## src/rtl/hazard_stall_ctrl.sv

```systemverilog
// hazard_stall_ctrl: stall decision for the decode stage of a 5-stage MIPS pipe.
// Compares D-stage source registers (with their Tuse) against E/M destination
// registers (with their Tnew). Also tracks the mult/div busy window with a
// 4-bit down-counter. On a stall, PC and F/D are frozen and D/E is cleared.
// Optional feature: define STALL_STATS_EN to add the stall_cnt statistics port.
module hazard_stall_ctrl #(
  parameter int MULT_CYC = 5,
  parameter int DIV_CYC  = 10
) (
  input  logic        clk,
  input  logic        reset,
  input  logic [31:0] instr_d,
  input  logic [31:0] instr_e,
  input  logic [31:0] instr_m,
  output logic        pc_en,
  output logic        ifid_en,
  output logic        idex_clr,
`ifdef STALL_STATS_EN
  output logic [31:0] stall_cnt,
`endif
  output logic        md_busy
);

  localparam logic [5:0] OP_RTYPE = 6'h00;
  localparam logic [5:0] OP_J     = 6'h02;
  localparam logic [5:0] OP_JAL   = 6'h03;
  localparam logic [5:0] OP_BEQ   = 6'h04;
  localparam logic [5:0] OP_ORI   = 6'h0D;
  localparam logic [5:0] OP_LUI   = 6'h0F;
  localparam logic [5:0] OP_LW    = 6'h23;
  localparam logic [5:0] OP_SW    = 6'h2B;

  localparam logic [5:0] FN_JR    = 6'h08;
  localparam logic [5:0] FN_MFHI  = 6'h10;
  localparam logic [5:0] FN_MTHI  = 6'h11;
  localparam logic [5:0] FN_MFLO  = 6'h12;
  localparam logic [5:0] FN_MTLO  = 6'h13;
  localparam logic [5:0] FN_MULT  = 6'h18;
  localparam logic [5:0] FN_MULTU = 6'h19;
  localparam logic [5:0] FN_DIV   = 6'h1A;
  localparam logic [5:0] FN_DIVU  = 6'h1B;
  localparam logic [5:0] FN_ADDU  = 6'h21;
  localparam logic [5:0] FN_SUBU  = 6'h23;

  localparam logic [3:0] MULT_LD = 4'(MULT_CYC);
  localparam logic [3:0] DIV_LD  = 4'(DIV_CYC);

  // Field extraction. Only some fields matter per stage; the remaining bits are
  // gathered into a reduction so the whole instruction word counts as consumed.
  logic [5:0] op_d, fn_d, op_e, fn_e, op_m, fn_m;
  logic [4:0] rs_d, rt_d;
  logic       unused_bits;

  assign op_d = instr_d[31:26];
  assign fn_d = instr_d[5:0];
  assign rs_d = instr_d[25:21];
  assign rt_d = instr_d[20:16];
  assign op_e = instr_e[31:26];
  assign fn_e = instr_e[5:0];
  assign op_m = instr_m[31:26];
  assign fn_m = instr_m[5:0];
  assign unused_bits = ^{instr_d, instr_e, instr_m};

  // Destination register of a producer; 0 means "no destination".
  function automatic logic [4:0] dest_reg(input logic [5:0] op, input logic [5:0] fn,
                                          input logic [4:0] rt, input logic [4:0] rd);
    logic [4:0] r;
    r = 5'd0;
    case (op)
      OP_RTYPE: begin
        if (fn == FN_ADDU || fn == FN_SUBU || fn == FN_MFHI || fn == FN_MFLO) r = rd;
      end
      OP_ORI, OP_LUI, OP_LW: r = rt;
      OP_JAL:                r = 5'd31;
      default:               r = 5'd0;
    endcase
    return r;
  endfunction

  // Cycles until a producer sitting in E has its result available.
  function automatic logic [1:0] tnew_in_e(input logic [5:0] op, input logic [5:0] fn);
    logic [1:0] t;
    t = 2'd0;
    case (op)
      OP_RTYPE: begin
        if (fn == FN_ADDU || fn == FN_SUBU || fn == FN_MFHI || fn == FN_MFLO) t = 2'd1;
      end
      OP_ORI, OP_LUI: t = 2'd1;
      OP_LW:          t = 2'd2;
      default:        t = 2'd0;
    endcase
    return t;
  endfunction

  // A source stalls when it names a live non-zero producer that is not ready in time.
  function automatic logic hazard(input logic use_src, input logic [4:0] src,
                                  input logic [1:0] tuse, input logic [4:0] dst,
                                  input logic [1:0] tnew);
    return use_src && (dst != 5'd0) && (src == dst) && (tuse < tnew);
  endfunction

  logic       rs_use_d, rt_use_d, md_class_d;
  logic [1:0] rs_tuse_d, rt_tuse_d;

  // Decode which sources the D instruction reads and when it needs them.
  always_comb begin
    rs_use_d   = 1'b0;
    rs_tuse_d  = 2'd0;
    rt_use_d   = 1'b0;
    rt_tuse_d  = 2'd0;
    md_class_d = 1'b0;
    case (op_d)
      OP_RTYPE: begin
        case (fn_d)
          FN_ADDU, FN_SUBU: begin
            rs_use_d = 1'b1; rs_tuse_d = 2'd1;
            rt_use_d = 1'b1; rt_tuse_d = 2'd1;
          end
          FN_JR: begin
            rs_use_d = 1'b1; rs_tuse_d = 2'd0;
          end
          FN_MULT, FN_MULTU, FN_DIV, FN_DIVU: begin
            rs_use_d = 1'b1; rs_tuse_d = 2'd1;
            rt_use_d = 1'b1; rt_tuse_d = 2'd1;
            md_class_d = 1'b1;
          end
          FN_MFHI, FN_MFLO: md_class_d = 1'b1;
          FN_MTHI, FN_MTLO: begin
            rs_use_d = 1'b1; rs_tuse_d = 2'd1;
          end
          default: ;
        endcase
      end
      OP_ORI, OP_LW: begin
        rs_use_d = 1'b1; rs_tuse_d = 2'd1;
      end
      OP_SW: begin
        rs_use_d = 1'b1; rs_tuse_d = 2'd1;
        rt_use_d = 1'b1; rt_tuse_d = 2'd2;
      end
      OP_BEQ: begin
        rs_use_d = 1'b1; rs_tuse_d = 2'd0;
        rt_use_d = 1'b1; rt_tuse_d = 2'd0;
      end
      OP_J, OP_JAL, OP_LUI: ;
      default: ;
    endcase
  end

  logic [4:0] dst_e, dst_m;
  logic [1:0] tnew_e, tnew_m;
  logic       md_start, md_is_div;
  logic       data_stall, md_stall, stall;
  logic [3:0] cnt_q, cnt_d;

  assign dst_e  = dest_reg(op_e, fn_e, instr_e[20:16], instr_e[15:11]);
  assign tnew_e = tnew_in_e(op_e, fn_e);
  assign dst_m  = dest_reg(op_m, fn_m, instr_m[20:16], instr_m[15:11]);
  assign tnew_m = {1'b0, (op_m == OP_LW)};

  assign md_start  = (op_e == OP_RTYPE) &&
                     (fn_e == FN_MULT || fn_e == FN_MULTU || fn_e == FN_DIV || fn_e == FN_DIVU);
  assign md_is_div = fn_e[1];

  assign md_busy = (cnt_q != 4'd0);

  assign data_stall = hazard(rs_use_d, rs_d, rs_tuse_d, dst_e, tnew_e) |
                      hazard(rt_use_d, rt_d, rt_tuse_d, dst_e, tnew_e) |
                      hazard(rs_use_d, rs_d, rs_tuse_d, dst_m, tnew_m) |
                      hazard(rt_use_d, rt_d, rt_tuse_d, dst_m, tnew_m);
  assign md_stall   = md_class_d && (md_start || md_busy);
  assign stall      = data_stall | md_stall;

  assign pc_en    = ~stall;
  assign ifid_en  = ~stall;
  assign idex_clr = stall;

  // Busy counter next state: a start reloads (even if already busy), else count down.
  always_comb begin
    cnt_d = cnt_q;
    if (md_start)             cnt_d = md_is_div ? DIV_LD : MULT_LD;
    else if (cnt_q != 4'd0)   cnt_d = cnt_q - 4'd1;
  end

  // Busy counter register; reset discards any pending mult/div.
  always_ff @(posedge clk) begin
    if (reset) cnt_q <= 4'd0;
    else       cnt_q <= cnt_d;
  end

`ifdef STALL_STATS_EN
  logic [31:0] stall_cnt_q, stall_cnt_d;

  // Saturating count of stalled cycles.
  always_comb begin
    stall_cnt_d = stall_cnt_q;
    if (stall && stall_cnt_q != 32'hFFFF_FFFF) stall_cnt_d = stall_cnt_q + 32'd1;
  end

  // Statistics register, cleared by reset.
  always_ff @(posedge clk) begin
    if (reset) stall_cnt_q <= 32'd0;
    else       stall_cnt_q <= stall_cnt_d;
  end

  assign stall_cnt = stall_cnt_q;
`endif

endmodule

```

## config.mk

```make
export PLATFORM = sky130hd
export DESIGN_NAME = hazard_stall_ctrl
export DESIGN_NICKNAME = d
export VERILOG_FILES = /design/src/rtl/hazard_stall_ctrl.sv
export SDC_FILE = /design/constraint.sdc
export NUM_CORES = 1
export LEC_CHECK = 0
export ABC_AREA = 1
export ABC_CLOCK_PERIOD_IN_PS = 4700
export CAP_MARGIN = 15
export CORE_MARGIN = 2
export CORE_UTILIZATION = 38
export CTS_CLUSTER_DIAMETER = 40
export DETAILED_ROUTE_END_ITERATION = 10
export PLACE_DENSITY = 0.95
export SLEW_MARGIN = 0
export SYNTH_ARGS = -nofsm -noshare
export SYNTH_HDL_FRONTEND = slang
export SYNTH_SLANG_ARGS = --single-unit
```

## constraint.sdc

```tcl
create_clock -name clk -period 4.7 [get_ports clk]
set_input_delay 0.94 -clock clk [delete_from_list [all_inputs] [get_ports clk]]
set_output_delay 0.94 -clock clk [all_outputs]
set_load 0.005 [all_outputs]
```

==> results by group <==
Routing
  – Wire per inst: 10.5 um
  – Drt drc: 0
  – Routed Antenna Nets: 0
  – Final WL: around 4.3 mm
  – DRT Pass-1 Iters: 4
  – Routed via count: 2001
  – Initial DRC Count: 77
  – Vias per inst: 4.87

Clock tree
  – CTS tree: done
  – TritonCTS buffer count: 3
  – Deepest clock path buffer count: 2
  – H-Tree Depth: 1
  – # resized after CTS: 0
  – Hold Buf Count CTS: 0
  – Clk Latency, worst-skew pair: 220 ps
  – TritonCTS Sinks: 4
  – Clk root buf: clkbuf_8
  – Post-CTS Setup Inserts: 0
  – Clock-pin transition on the worst setup and hold timing paths: ~30 ps

Logic synthesis
  – Mapped Cells: around 290
  – Seq cells post-synth: 4
  – Cell variety after synth: 28
  – Average cell area after synthesis: 4.90 um^2
  – Sequential area share after synthesis: 0.0560
  – Syn Nets: 393
  – Yosys warns: 0
  – Cell Area, Synth: 0.00143 mm^2

Worst hold path
  – Worst min-delay path endpoint: cnt_q[0]
  – Hold path startpoint: cnt_q[0]
  – Worst min-delay path class: reg -> reg
  – Hold path depth: 2

Final layout
  – Ratio of cells with drive above 1 in the final layout: 0.0909
  – Fill cells: 370
  – Number of diodes: 0
  – Largest register FFs: 4
  – Commonest non-fill, non-tap cell in the layout: nand2_1
  – Top Registers: cnt_q (4)
  – Most frequent cells in the layout: nand2_1 (103), clkdlybuf4s50_1 (70), inv_1 (48), nor2_1 (45), nand3_1 (34)
  – Reg with most FFs: cnt_q
  – Layout area overhead: 55.2%
  – Design area: 0.00222 mm^2
  – Fin util: 0.611
  – # nets final: 466

Global route
  – Global-route wire length before repair: 7.42 mm
  – Initial antenna violation count: 0
  – Overflow after GRT: 0
  – Largest net degree at the start of global routing: 7
  – Vias in the first global route: 1863
  – Gr usage total: 0.212

Power and ir drop
  – Peak VDD IR: 77.4 uV
  – Static leakage: roughly 1.2 nW
  – PD cells: 158 mW/mm^2

Setup path
  – FF-to-FF End: cnt_q[1]
  – RR Startpoint: cnt_q[0]
  – Worst-path maximum fanout: 5
  – Startpoint Class: input port
  – CP Class: in -> out
  – Arr. time, crit path: 3310 ps
  – Cells on worst reg2reg path: 8
  – Crit. End Element: output port
  – Worst reg2reg setup slack: approximately 3400 ps
  – Worst Path Required: 3760 ps

STA
  – Final Hold Fails: 0
  – Slew @ Worst Pin: 292 ps
  – RSZ-0062 raised after global routing: false
  – Tcrit/Tclk final: 0.904
  – Slew Viols, Final: 0
  – Fmax: approximately 0.24 GHz
  – # setup viols final: 0
  – Fin crit period: 4250 ps
  – TNS Setup: 0 ps
  – Hold_ws: 517 ps
  – Relative slew slack: 0.805
  – Layout Skew: 4.88 ps

Placed design
  – GP Congestion: just under 0.9
  – PortBufs: 70
  – Placed cell area: approximately 0.0022 mm^2
  – Detailed Place HPWL: 3.80 mm

Die
  – Chip Width: 65.3 um
  – Core area: 0.00363 mm^2
  – Initial Util: 0.394
  – I/O pins: 102
  – Die extent in y: 65.3 um
  – Site Rows: 22
  – DIE AREA: about 0.0043 mm^2

Outcome
  – Outcome: finished clean

Job
  – Max_cap viols: 0
where the power goes:
part | total [mW] | internal [mW] | switching, mW
Clock | 0.0745 | 0.0548 | 0.0198
Combinational | 0.222 | 0.119 | 0.103
Sequential | 0.0545 | 0.0464 | 0.00809
Total | 0.351 | 0.220 | 0.131
stage by stage:
stage,cells,power (mW),setup slack (ps)
after CTS,411,0.353,477
after floorplan,292,0.176,1620
after global routing,411,0.388,279
after global placement,408,0.266,581
after detailed placement,408,0.276,484
final,411,0.351,453
routing by layer:
metal / vias up / routed length (um) / global-route usage
met5: - / 0 / 0
met4: 0 / 28 / 0.0573
met3: 4 / 242 / 0.0137
met2: 63 / 2210 / 0.399
met1: 877 / 1840 / 0.257
li1: 1057 / - / -
final cells by class:
class                      count  area, um^2  share of cell area
tap                           48        60.1              0.0271
clock buffer                   3        41.3              0.0186
inverter                      49         184              0.0829
timing repair buffer          70         701               0.316
multi-input combinational    237        1150               0.520
sequential                     4        80.1              0.0361
kinds of logic after synthesis:
| kind of cell | after synthesis | synth area share |
|---|---|---|
| compound gates | 18 | 0.0892 |
| flops | 4 | 0.0560 |
| xor+xnor | 1 | 0.00613 |
| buf+inv | 51 | 0.137 |
| simple gates | 215 | 0.685 |
| fa+ha+maj | 3 | 0.0262 |
critical path, cell delays in order:
cell             delay (ps)
clkdlybuf4s50_1         450
inv_1                    50
o21ai_0                 200
nand3_1                 160
nor2_4                  190
nand2_2                  80
nand2_2                 100
inv_2                    50
nand2_1                  60
nand2_1                  50
nand2_1                  50
nor2_1                   40
nand2_1                  80
nand3_1                  80
nor2_1                  180
clkdlybuf4s50_1         530
Yosys cell counts, drive strengths merged:
master / instances / share of area
and3: 1 / 0.0044
nor3b: 1 / 0.0087
inv: 49 / 0.13
a31oi: 1 / 0.0044
nor2: 52 / 0.17
nor3: 3 / 0.010
a311oi: 1 / 0.0061
dfxtp: 4 / 0.056
a211oi: 1 / 0.0053
nand2: 110 / 0.30
xnor2: 1 / 0.0061
or3: 1 / 0.0044
buf: 2 / 0.0087
nand3: 37 / 0.14
a21oi: 12 / 0.063
or2: 2 / 0.0087
nand4: 6 / 0.031
o21ai: 3 / 0.010
nand3b: 2 / 0.010
ha: 3 / 0.026
how the worst max path moves through the flow:
stage,startpoint,to,slack (ps)
finish,instr_m[5],pc_en,450
CTS,instr_m[5],pc_en,480
floorplan,instr_m[5],pc_en,1620
global placement,instr_m[29],pc_en,580
detailed placement,instr_m[5],pc_en,480
global route,instr_m[5],pc_en,280
No activity file was read; power rests on OpenSTA's default activity.
